## config.mk

```make
export PLATFORM = sky130hd
export DESIGN_NAME = select_scanner
export DESIGN_NICKNAME = d
export VERILOG_FILES = /design/src/rtl/select_scanner.sv
export SDC_FILE = /design/constraint.sdc
export NUM_CORES = 1
export LEC_CHECK = 0
export ABC_AREA = 1
export CORE_AREA = 5 5 49 47
export CTS_BUF_LIST = sky130_fd_sc_hd__clkbuf_8
export CTS_CLUSTER_DIAMETER = 80
export DETAILED_ROUTE_END_ITERATION = 10
export DIE_AREA = 0 0 54 52
export PLACE_DENSITY = 0.84
export SLEW_MARGIN = 40
export SYNTH_ARGS = -nofsm -noshare
export SYNTH_HDL_FRONTEND = slang
export SYNTH_SLANG_ARGS = --single-unit
```

## constraint.sdc

```tcl
create_clock -name clk -period 1.95 [get_ports clk]
set_input_delay 0.195 -clock clk [delete_from_list [all_inputs] [get_ports clk]]
set_output_delay 0.195 -clock clk [all_outputs]
set_load 0.02 [all_outputs]
```

## src/rtl/select_scanner.sv

```systemverilog
// Captures a source word and streams in_len+1 of its bits, one per output
// handshake, starting at in_start and walking upward with wrap-around.
module select_scanner #(
  parameter int WIDTH = 7,
  parameter int SW    = 3
) (
  input  logic             clk,
  input  logic             rst,
  input  logic             in_valid,
  output logic             in_ready,
  input  logic [WIDTH-1:0] in_data,
  input  logic [SW-1:0]    in_start,
  input  logic [SW-1:0]    in_len,
  output logic             out_valid,
  input  logic             out_ready,
  output logic             out_bit,
  output logic             out_oob,
  output logic             out_last
);
  localparam int NSEL = 1 << SW;

  typedef enum logic {IDLE = 1'b0, RUN = 1'b1} state_t;

  state_t           state_q, state_d;
  logic [WIDTH-1:0] data_q, data_d;
  logic [SW-1:0]    idx_q, idx_d;
  logic [SW-1:0]    rem_q, rem_d;
  logic             run;

  // Every reachable index gets a slot; slots past WIDTH read as 0 and flag oob.
  logic [NSEL-1:0]  bit_vec, oob_vec;

  for (genvar i = 0; i < NSEL; i++) begin : g_sel
    if (i < WIDTH) begin : g_in
      assign bit_vec[i] = data_q[i];
      assign oob_vec[i] = 1'b0;
    end else begin : g_out
      assign bit_vec[i] = 1'b0;
      assign oob_vec[i] = 1'b1;
    end
  end

  assign run       = (state_q == RUN);
  // rst is folded in so in_ready reads 0 throughout reset yet is 1 as soon as it drops.
  assign in_ready  = !run && !rst;
  assign out_valid = run;
  assign out_bit   = run & bit_vec[idx_q];
  assign out_oob   = oob_vec[idx_q];
  assign out_last  = run && (rem_q == '0);

  always_comb begin
    state_d = state_q;
    data_d  = data_q;
    idx_d   = idx_q;
    rem_d   = rem_q;
    case (state_q)
      IDLE: begin
        if (in_valid) begin
          state_d = RUN;
          data_d  = in_data;
          idx_d   = in_start;
          rem_d   = in_len;
        end
      end
      RUN: begin
        if (out_ready) begin
          if (rem_q == '0) begin
            state_d = IDLE;
          end else begin
            idx_d = idx_q + 1'b1;
            rem_d = rem_q - 1'b1;
          end
        end
      end
      default: state_d = IDLE;
    endcase
  end

  always_ff @(posedge clk or posedge rst) begin
    if (rst) begin
      state_q <= IDLE;
      data_q  <= '0;
      idx_q   <= '0;
      rem_q   <= '0;
    end else begin
      state_q <= state_d;
      data_q  <= data_d;
      idx_q   <= idx_d;
      rem_q   <= rem_d;
    end
  end
endmodule

```

### After elaboration in Yosys (flattened, before gate mapping)

Memories as Yosys holds them, arrays and structs flattened.
Index checks and enable logic that the tools add are counted.

| storage, ports and cells | value |
|---|---|
| ROM bits | 8 |
| word-level logic and storage cells | 35 |
| register bits after elaboration | 14 |
| memories | 1 |
| input port bits | 17 |

| operators by class | value |
|---|---|
| eq/ne operators | 3 |
| reductions and logical operators | 7 |
| bitwise logic cells | 2 |
| order comparisons | 1 |
| muxes and demuxes | 15 |
| add/subtract/negate cells | 2 |

Memory list:

| memory | words | width | rd ports | clocked after Yosys merged registers in | wr ports | RTL line | text |
|---|---|---|---|---|---|---|---|
| (no name shown) | 8 | 1 | 1 | 0 | 0 | 48 | `assign out_oob = oob_vec[idx_q];` |

Operator list:

| operator | number |
|---|---|
| $mux W3 | 6 |
| $pmux W3 S2 | 2 |
| $ne A2 B2 Y1 const B | 3 |
| $mux W1 | 5 |
| $lt A3 B4 Y1 const B | 1 |
| $add A3 B1 Y3 const B | 1 |
| $bmux W1 S3 | 1 |
| $logic_not A3 Y1 | 1 |
| $reduce_and A3 Y1 | 1 |
| $sub A3 B1 Y3 const B | 1 |
| $logic_and A1 B1 Y1 | 2 |
| $logic_not A1 Y1 | 2 |
| $pmux W1 S2 | 1 |
| $reduce_and A2 Y1 | 1 |
| $and A1 B1 Y1 | 1 |
| $not A1 Y1 | 1 |

### Depth between registers and ports, before layout

| logic depth | value |
|---|---|
| word-level depth | 4 |
| mapped depth | 8 |

### Worst setup path before layout

OpenSTA, ideal clock, no wires.

| path | value |
|---|---|
| kind | register to output |
| start | register state_q (netlist: out_valid) |
| end | output port out_last |
| path buffers | 2 |
| arrival time | 1.078 ns |
| stages on the path, launching flop included | 5 |
| setup slack | 0.677 ns |
| path through | dfrtp_1 buf_6 inv_6 buf_6 nor2_1 |

| on the way | value |
|---|---|
| word-level cells in the longest chain between the ends | 1 |

RTL lines:

| element | RTL line | text |
|---|---|---|
| from (decl) | 24 | `state_t state_q, state_d;` |
| from (signal assigned) | 86 | `state_q <= state_d;` |
| $logic_and A1 B1 Y1 | 49 | `assign out_last = run && (rem_q == '0);` |
| to (decl) | 18 | `output logic out_last` |

Every way passes these cells.

### Final worst setup path

| path | value |
|---|---|
| start | register rem_q[0] |
| end | output port out_last |

| on the way | value |
|---|---|
| word-level cells in the longest chain between the ends | 2 |

RTL lines:

| element | RTL line | text |
|---|---|---|
| from (decl) | 27 | `logic [SW-1:0] rem_q, rem_d;` |
| from (signal assigned) | 89 | `rem_q <= rem_d;` |
| $logic_not A3 Y1 | 49 |  |
| $logic_and A1 B1 Y1 | 49 |  |

Every way passes these cells.

==> out/metrics.cfg <==
[sta]
tns_ns = 0
finalCritPeriodShare_pct = 97.7
relSlewSlack_pct = 65.2
fmax_mhz = 525
finalHoldViolations = 0
period_minus_slack_ns = 1.91
clock_skew_ns = 0.00125
setup_viol = 0
worst_pin_slew_ns = 0.521
rsz0062_at_grt = no
maxSlewViolCount = 0

[logic_synthesis]
synth_adder_area_share_pct = 5.59
synth_compound_area_share_pct = 13.0
ys_types = 20
syn_area_um2 = 895
async_flop_share_pct = 100
synth_top_area_share_pct = 39.2
synthMuxAreaShare_pct = 1.68
yosys_warnings = 0
synthSimpleGateAreaFrac_pct = 27.8
synthXorXnorAreaFrac_pct = 0
synth_top_family_by_area = simple AND/OR/NAND/NOR gates
ys_seq_elements = 14
synth_edf_count = 0
syn_nets = 126
synthCells = 105
ys_seq_area_share_pct = 39.2
yosys.area.top_type = dfrtp_1
synthFlopType = dfrtp_1
syn_avg_cell_area_um2 = 8.52
netlist_top_cells_area = dfrtp_1 (39%), nand2_1 (11%), inv_1 (5.9%)

[clock_network]
clock-sinks = 14
cts_root_buf = clkbuf_8
numCtsBuffers = 3
insertion_delay_ns = 0.24
cts_tree = done
cts_buffer_depth = 2
cts_max_level = 1
cts.clk_slew.worst_paths_ns = 0.05

[placed_design]
placed_area_um2 = 1090
gp_congestion = 0.743
dpl.hpwl_um = 1370
portBuffers = 21

[finish]
final_nets = 148
antennaDiodeCount = 0
final_common_cell = nand2_1
layout_common_cells = nand2_1 (26), clkdlybuf4s50_1 (20), inv_1 (14), dfrtp_1 (14), nor2_1 (8)
drive_gt1_share_pct = 22.4
final_area_um2 = 1130
area_growth_pct = 26.0

[grt]
grt_max_degree = 17
grt_util_all_layers_pct = 16.4
grt_pass1_wl_um = 3310
grt-ovfl-total = 0
antenna_found_initial = 0
grt_pass1_vias = 780

[worst_setup_path]
startpoint_type = flip-flop
path_max_fanout = 3
critPathKind = reg2out
arrival_ns = 1.71
worstPathRequired_ns = 1.75
end_kind = output port

[drt]
via_per_inst = 4.63
wl_per_cell_um = 12.0
drtIter0Drc = 17
dr.pass1.iters = 4
drcViolationCount = 0
ant_nets = 0
vias = 695
drt-total-wl_um = 1800

[floorplan]
rows = 15
start_util_pct = 50.2
die_area_um2 = 2810
die_x_um = 54
dieHeight_um = 52
coreArea_um2 = 1780
io_pins = 22

[pwr]
p_per_area_nw_per_um2 = 1550
leakagePower_uw = 0.000554
vdd_drop_max_mv = 0.831

[run]
drv_cap = 0

[hold_path]
hp-class = in2async

[run_status]
outcome = finished, final reports clean

per-stage QoR:
step                util, %  hold WS, ns  total power, µW  cells  setup WS (ns)
CTS                    63.2        0.347             1760    150         0.0477
global route           63.2        0.400             1910    150      0.0000753
global placement       61.0        0.501             1480    147          0.238
finish                 63.2        0.320             1750    150         0.0444
detailed placement     61.0        0.501             1530    147          0.185
floorplan                 -       0.0842             1340    105          0.677
cells by family after synthesis:
| family | Yosys count |
|---|---|
| buffers and inverters | 20 |
| multiplexers | 1 |
| flip-flops | 14 |
| AND/OR/NAND/NOR | 51 |
| adder cells (fa/ha/maj) | 4 |
| AO/OA/AOI/OAI | 15 |
Yosys cell counts (2+ instances only):
library cell and instances:
nor2_1 8, o21ai_2 5, nor2_2 2, buf_6 3, nand2_2 6, ha_1 4, dfrtp_1 14, nand2_1 26
nand3_1 6, a21oi_2 6, inv_1 14, o21ai_1 3
flip-flops by register name (all words and copies together) (netlist names):
| name | cells |
|---|---|
| rem_q | 3 |
| idx_q | 3 |
| data_q | 7 |
| out_valid | 1 |
report_power, final:
part,total (µW),switching (µW),internal (µW),leakage [µW]
sequential,543,111,432,0.000162
clock,230,93.3,136,0.0000216
combinational,977,585,392,0.000370
total,1750,789,960,0.000554
final cells by class:
class,count,area (µm²)
clock buffers,3,41.3
fillers,148,656
inverters,16,65.1
multi-input cells,71,430
flip-flops and latches,14,350
well taps,25,31.3
repair buffers,21,209
routing by layer:
layer	global-route usage, %	wire [µm]	vias up
met2	28.0	923	15
met3	2.87	78	4
met4	8.30	39	0
li1	-	-	364
met1	19.2	762	312
met5	0	0	-
critical path: stages (launching register included):
cell	delay [ns]
dfrtp_1	0.38
inv_1	0.12
ha_1	0.18
nand2_2	0.08
nor2_1	0.10
clkdlybuf4s50_1	0.61
worst paths after layout:
kind	cells past startpoint	slack, ns	startpoint	to
min in group clk	2	0.51	data_q[4]	data_q[4]
worst max-delay path	5	0.04	rem_q[0]	out_last
worst min register to register	2	0.51	data_q[4]	data_q[4]
max in group asynchronous	2	1.28	rst	data_q[1]
worst max register to register	5	0.65	out_valid	idx_q[0]
worst min-delay path	2	0.32	rst	rem_q[2]
timing repair:
| action | in CTS | in global routing |
|---|---|---|
| buffers inserted | 0 | 0 |
| hold buffers | 0 | 0 |
| hold endpoints to repair | 0 | 0 |
| setup endpoints to repair | 1 | 0 |
| resized for setup | 1 | 0 |
Note: power is estimated with default switching activity, not from simulation.
